<file path="config.mk">
export PLATFORM = sky130hd
export DESIGN_NAME = router_input_scheduler
export DESIGN_NICKNAME = d
export VERILOG_FILES = /design/src/rtl/router_input_scheduler.sv
export SDC_FILE = /design/constraint.sdc
export NUM_CORES = 1
export LEC_CHECK = 0
export BUFFER_PORTS_ARGS = -buffer_cell sky130_fd_sc_hd__buf_4
export CAP_MARGIN = 25
export CORE_MARGIN = 2
export CORE_UTILIZATION = 45
export CTS_BUF_LIST = sky130_fd_sc_hd__clkbuf_16
export CTS_CLUSTER_DIAMETER = 120
export DETAILED_ROUTE_END_ITERATION = 6
export PLACE_DENSITY = 0.71
export SETUP_SLACK_MARGIN = 0.4
export SYNTH_ARGS = -nofsm -noshare
export SYNTH_HDL_FRONTEND = slang
export SYNTH_SLANG_ARGS = --single-unit
</file>
<file path="constraint.sdc">
create_clock -name clk -period 4.6 [get_ports clk]
set_input_delay 0.92 -clock clk [delete_from_list [all_inputs] [get_ports clk]]
set_output_delay 0.92 -clock clk [all_outputs]
set_load 0.01 [all_outputs]
</file>
<file path="src/rtl/router_input_scheduler.sv">
// Round-robin wormhole scheduler for the shared routing stage.
// Owner keeps the stage until its tail flit transfers.
module router_input_scheduler #(
  parameter int NREQ    = 5,
  parameter int IDW     = 3,
  parameter int TIMEOUT = 64,
  parameter int CNTW    = 16
) (
  input  logic            clk,
  input  logic            rst,
  input  logic [NREQ-1:0] req,
  input  logic [NREQ-1:0] req_last,
  input  logic            out_ready,
  output logic [NREQ-1:0] grant,
  output logic [IDW-1:0]  grant_id,
  output logic            grant_valid,
  output logic            out_valid,
  output logic [NREQ-1:0] shift,
  output logic [CNTW-1:0] pkt_count,
  output logic            stall_err
);

  localparam int SCW = $clog2(TIMEOUT + 1);
  localparam int W1  = IDW + 1;
  localparam logic [IDW-1:0] LAST_ID = IDW'(NREQ - 1);
  localparam logic [SCW-1:0] TMO     = SCW'(TIMEOUT);

  typedef enum logic {
    IDLE,
    BUSY
  } state_t;

  state_t          state, state_n;
  logic [NREQ-1:0] grant_n;
  logic [IDW-1:0]  id_n;
  logic [IDW-1:0]  ptr, ptr_n;
  logic [IDW-1:0]  nxt_id;
  logic [CNTW-1:0] pkt_n;
  logic [SCW-1:0]  stall_cnt, stall_n;
  logic            err_n;

  logic [IDW-1:0]  start;
  logic [W1-1:0]   sum;
  logic [IDW-1:0]  idx;
  logic            win_found;
  logic [IDW-1:0]  win_id;
  logic [NREQ-1:0] win_oh;

  logic            is_tail;
  logic            xfer;

  assign grant_valid = |grant;
  assign out_valid   = |(grant & req);
  assign is_tail     = |(grant & req_last);
  assign xfer        = out_valid & out_ready;
  assign shift       = grant & {NREQ{xfer}};

  assign nxt_id = (grant_id == LAST_ID) ? '0 : grant_id + 1'b1;

  // Search start: ptr when idle, one past the owner when re-arbitrating.
  always_comb begin
    start = ptr;
    if (state == BUSY) start = nxt_id;
  end

  // First requester found scanning from start with wrap-around.
  always_comb begin
    win_found = 1'b0;
    win_id    = '0;
    win_oh    = '0;
    sum       = '0;
    idx       = '0;
    for (int k = 0; k < NREQ; k++) begin
      sum = {1'b0, start} + W1'(k);
      if (sum >= W1'(NREQ)) sum = sum - W1'(NREQ);
      idx = sum[IDW-1:0];
      if (!win_found && req[idx]) begin
        win_found = 1'b1;
        win_id    = idx;
        win_oh    = NREQ'(1) << idx;
      end
    end
  end

  // Next-state, grant, packet counter and watchdog update.
  always_comb begin
    state_n = state;
    grant_n = grant;
    id_n    = grant_id;
    ptr_n   = ptr;
    pkt_n   = pkt_count;
    stall_n = stall_cnt;
    err_n   = stall_err;
    unique case (state)
      IDLE: begin
        stall_n = '0;
        if (win_found) begin
          grant_n = win_oh;
          id_n    = win_id;
          state_n = BUSY;
        end
      end
      BUSY: begin
        if (xfer) begin
          stall_n = '0;
          if (is_tail) begin
            pkt_n = pkt_count + 1'b1;
            ptr_n = nxt_id;
            if (win_found) begin
              grant_n = win_oh;
              id_n    = win_id;
            end else begin
              grant_n = '0;
              id_n    = '0;
              state_n = IDLE;
            end
          end
        end else if (stall_cnt != TMO) begin
          stall_n = stall_cnt + 1'b1;
          if (stall_n == TMO) err_n = 1'b1;
        end
      end
      default: begin
        state_n = IDLE;
        grant_n = '0;
        id_n    = '0;
      end
    endcase
  end

  // State registers with asynchronous reset.
  always_ff @(posedge clk or posedge rst) begin
    if (rst) begin
      state     <= IDLE;
      grant     <= '0;
      grant_id  <= '0;
      ptr       <= '0;
      pkt_count <= '0;
      stall_cnt <= '0;
      stall_err <= 1'b0;
    end else begin
      state     <= state_n;
      grant     <= grant_n;
      grant_id  <= id_n;
      ptr       <= ptr_n;
      pkt_count <= pkt_n;
      stall_cnt <= stall_n;
      stall_err <= err_n;
    end
  end

endmodule

</file>
Word level (Yosys, flattened, before mapping)
Index checks and enable logic that the tools add are counted.

operators by class
  equal/unequal tests = 7
  reduce and logical (&&, ||, !) cells = 14
  muxes and demuxes = 49
  order comparisons = 10
  bitwise gates (word level) = 6
  add/subtract/negate cells = 12
  shift-type cells = 5

operators with widths
  operator                                                            number
  2-to-1 mux 3 bit                                                    16
  2-to-1 mux 5 bit                                                    9
  left shift 1 x 3 -> 5 bit (first input constant)                    5
  < comparator 3 x 4 -> 1 bit (second input constant)                 5
  adder 16 x 1 -> 16 bit (second input constant)                      1
  greater-or-equal comparator 4 x 3 -> 1 bit (second input constant)  4
  bitwise AND 5 bit                                                   3
  binary-select mux 1 bit (select 3 bit)                              5
  OR reduction 5 bit                                                  3
  subtractor 3 bit (second input constant)                            5
  2-to-1 mux 7 bit                                                    2
  one-hot mux 7 bit (2 select lines)                                  1
  2-to-1 mux 1 bit                                                    13
  one-hot mux 5 bit (2 select lines)                                  1
  adder 3 x 2 -> 4 bit (second input constant)                        2
  adder 7 x 1 -> 7 bit (second input constant)                        1
  equality test 7 bit (second input constant)                         1
  inequality test 7 bit (second input constant)                       1
  one-hot mux 3 bit (2 select lines)                                  1
  AND reduction 3 bit                                                 2
  adder 3 x 1 -> 4 bit (second input constant)                        1
  adder 3 x 3 -> 4 bit (second input constant)                        1
  logical AND 1 bit                                                   4
  zero test 1 bit                                                     4
  10 further kinds                                                    12

storage, ports and cells
  flip-flop bits (word level) = 36
  logic and storage cells = 110
  output and inout bits = 32
  input port bits = 13

Logic depth before layout (Yosys ltp)
  word-level depth = 24
  gate-level depth with buffers = 19

Least setup slack after synthesis
Ideal clock, no wire load.

  path kind = flip-flop to flip-flop
  start point = reg grant_id[0]
  end point = reg grant[0]
  library setup time = 0.066 ns
  cell stages (with the launch flop) = 19
  buffers on the path = 2
  required time = 4.534 ns
  setup slack = 0.170 ns
  arrival = 4.364 ns
  cells stage by stage = dfrtp_1 inv_1 ha_1 a21oi_1 a21oi_1 clkbuf_1 clkbuf_1 ha_1 fa_1 a21boi_1 mux2i_1 mux2i_1 mux2_2 o21ai_0 or3_4 nor4_4 o211ai_1 a41oi_2 a31o_1

on the way
  cells in the longest elaborated chain, start to end = 24
  elaborated cells between the ends (all ways) = 63

RTL lines
  element                                                                        RTL line  RTL
  from (decl)                                                                    15        output logic [IDW-1:0] grant_id,
  from (signal assigned)                                                         144       grant_id <= id_n;
  adder 3 x 1 -> 3 bit / equality test 3 bit (equally long branches)             58        assign nxt_id = (grant_id == LAST_ID) ? '0 : grant_id + 1'b1;
  2-to-1 mux 3 bit *                                                             58
  2-to-1 mux 3 bit *                                                             63        if (state == BUSY) start = nxt_id;
  parallel branches: the longest is 21 deep, another holds adder 3 x 1 -> 4 bit  -
  to (signal assigned)                                                           143       grant <= grant_n;
  to (decl)                                                                      14        output logic [NREQ-1:0] grant,

Mark *: on every way between the ends. The select of a mux whose other input is x is not followed.
A chain may end at the register's enable or synchronous reset.

Final worst setup path
Ends and elaborated chain as after synthesis.

==> impl_metrics.sql <==
INSERT INTO impl_metrics (metric_group, metric, value, unit) VALUES
('final_layout', 'layout-drive-gt1-share', '26.4', '%'),
('synthesis', 'netlist_instances', '366', ''),
('critical_path', 'reg2reg_from', 'grant_id[0]', ''),
('sta', 'period_share', '88.9', '%'),
('detailed_routing', 'routed_wl', '8.86', 'mm'),
('die', 'start_util', '45.8', '%'),
('clock_tree', 'clock_tree.htree_level_count', '2', ''),
('die', 'die_width', '86.7', 'um'),
('final_layout', 'most_frequent_cells_in_the_layout', '66 x sky130_fd_sc_hd__buf_4, 40 x sky130_fd_sc_hd__nand2_1, 36 x sky130_fd_sc_hd__dfrtp_1', ''),
('sta', 'worst_clock_skew', '6.72', 'ps'),
('sta', 'timing_hold_violations_final', '0', ''),
('final_layout', 'area_growth_syn_to_layout', '26.3', '%'),
('final_layout', 'nets', '452', ''),
('critical_path', 'rr_worst_depth', '16', ''),
('synthesis', 'number_of_different_library_cells_in_the_post_synthesis_netlist', '65', ''),
('synthesis', 'dominantRegCellSynth', 'sky130_fd_sc_hd__dfrtp_1', ''),
('die', 'fp-row-count', '30', ''),
('grt', 'grt_start_max_net_pins', '37', ''),
('critical_path', 'worstPathCellList', 'ha_1 > or3b_4 > a31o_4 > clkinvlp_4 > ha_4 > a21boi_4 > mux2i_2 > mux2i_1 > mux2_4 > o21ai_2 > or3_4 > nor4_4 > buf_4 > o211ai_1 > a41oi_2 > a31o_1', ''),
('synthesis', 'async_reset_ff_share', '100', '%'),
('die', 'die_y', '86.7', 'um'),
('grt', 'grt_antenna_before_repair', '0', ''),
('clock_tree', 'cts_tree', 'built', ''),
('final_layout', 'insertedDiodeCount', '0', ''),
('die', 'core_region_area', '0.00672', 'mm2'),
('detailed_routing', 'dr.pass1.iters', '5', ''),
('sta', 'report.final.slew_viol_count', '0', ''),
('die', 'pin_count', '45', ''),
('place', 'placement.io_buffers', '44', ''),
('sta', 'setup_repair_after_global_routing_missed_its_margin', 'no', ''),
('critical_path', 'critical_path.endpoint', 'grant[0]', ''),
('sta', 'worstMarginPinSlew', '648', 'ps'),
('synthesis', 'yosys_warnings', '0', ''),
('synthesis', 'post_synth.cell_area_avg', '8.41', 'um2'),
('place', 'dp_slack', '144', 'ps'),
('clock_tree', 'ctsRootBufferMaster', 'sky130_fd_sc_hd__clkbuf_16', ''),
('synthesis', 'yosys_top_cell_by_area', 'sky130_fd_sc_hd__dfrtp_1', ''),
('flow_run', 'cap_violations', '0', ''),
('final_layout', 'finish.cell_count_without_fillers', '505', ''),
('grt', 'first_global_vias', '2738', ''),
('grt', 'grt.overflow.total', '0', ''),
('sta', 'final-setup-viol-count', '0', ''),
('critical_path', 'path_class', 'flip-flop to flip-flop', ''),
('run_status', 'run_status', 'completed', ''),
('detailed_routing', 'vias_per_cell', '6.02', ''),
('synthesis', 'synth-edff-count', '0', ''),
('critical_path', 'crit_start_category', 'flip-flop', ''),
('critical_path', 'worst_ep_required_time', '4820', 'ps'),
('critical_path', 'startpoint', 'grant_id[0]', ''),
('place', 'place.gp.congestion', '0.948', ''),
('sta', 'postLayoutSetupSlackWorst', '511', 'ps'),
('critical_path', 'setup.reg_to_reg.worst_slack', '510', 'ps'),
('critical_path', 'worstReg2RegEnd', 'grant[0]', ''),
('critical_path', 'critical_path_buf_inv_count', '2', ''),
('synthesis', 'synth_largest_type_area_fraction', '29.3', '%'),
('critical_path', 'critPathMaxStageDelay', '430', 'ps'),
('detailed_routing', 'route.detailed.wl_per_inst', '17.5', 'um'),
('synthesis', 'netlist_area', '0.00308', 'mm2'),
('sta', 'layout_min_cycle_time', '4090', 'ps'),
('place', 'dp.cells', '484', ''),
('detailed_routing', 'drc_errors', '0', ''),
('sta', 'slew-limit-headroom', '56.7', '%'),
('detailed_routing', 'detail_route.iter0.violations', '250', ''),
('grt', 'grt_util_all_layers', '23.2', '%'),
('clock_tree', 'path_clk_slew', '60', 'ps'),
('synthesis', 'ys_ff_latch', '36', ''),
('critical_path', 'endpoint_kind', 'flip-flop', ''),
('critical_path', 'cp_max_fo', '8', ''),
('sta', 'max_freq', '245', 'MHz'),
('critical_path', 'worst-path-stages', '16', ''),
('hold_path', 'holdCritPathClass', 'flip-flop to flip-flop', '');
==> worst min-delay path by stage <==
stage	from	end	cells past startpoint
after floorplan	ptr[1]	ptr[1]	2
after global placement	stall_err	stall_err	2
after detailed placement	stall_err	stall_err	2
after CTS	stall_err	stall_err	2
after global routing	stall_err	stall_err	2
final	stall_err	stall_err	2
==> sequential cells by signal, indices dropped and copies added (netlist names) <==
register and flops:
pkt_count 16, stall_cnt 7, state 1, grant_id 3, ptr 3, stall_err 1
grant 5
==> stage by stage <==
stage	cell area [um2]	utilization [%]	hold slack (ps)
after floorplan	3090	-	442
after global placement	3520	52.4	450
after CTS	3710	55.2	469
after detailed placement	3520	52.4	457
after global routing	3890	57.9	495
final	3890	57.9	461
==> layer usage <==
metal	routed length (um)	GRT usage, %	vias to the layer above
met2	4110	35.9	134
met5	0	0	-
met3	599	4.38	24
met1	3920	32.2	1424
met4	231	8.52	0
li1	-	-	1457
==> area by class of cell <==
cell class	count	area [um2]
Multi-Input combinational cell	300	2190
Fill cell	577	2830
Clock inverter	3	11.3
Tap cell	80	100
Clock buffer	5	125
Sequential cell	36	901
Inverter	15	63.8
Timing Repair Buffer	66	495
==> cells by family after synthesis <==
| kind of cell | share of synthesized area, % |
|---|---|
| compound gates | 19.6 |
| simple gates | 28.0 |
| buf+inv | 3.78 |
| mux | 5.36 |
| xor+xnor | 7.64 |
| flops | 29.3 |
| fa+ha+maj | 6.34 |
==> tightest hold or removal path: stages, from the launching register on <==
cell and delay (ps):
sky130_fd_sc_hd__dfrtp_1 340, sky130_fd_sc_hd__inv_1 40, sky130_fd_sc_hd__o41ai_1 50
==> repair_timing <==
action | in CTS | in global routing
setup buffers | 1 | 12
hold endpoints to repair | 0 | 0
pin swaps | 1 | 4
cloned | 0 | 0
resized for setup | 7 | 21
endpoints found under the setup margin | 8 | 8
==> Yosys cell counts, drive strengths merged, types with 4 or more instances <==
master  instances
a211oi          7
a21oi          16
a22oi           4
a31o            4
a31oi           5
a32oi           4
and3           16
clkbuf         12
dfrtp          36
ha             14
inv            15
mux2            6
mux2i           9
nand2          41
nand2b         10
nand3          21
nand4           6
nor2           34
nor2b           4
nor3           12
o21ai           6
o22ai           4
xnor2          19
xor2            7
Power is left out: the tool's default activity adds up to more than one toggle a clock period on the data nets, which glitch-free logic cannot reach.
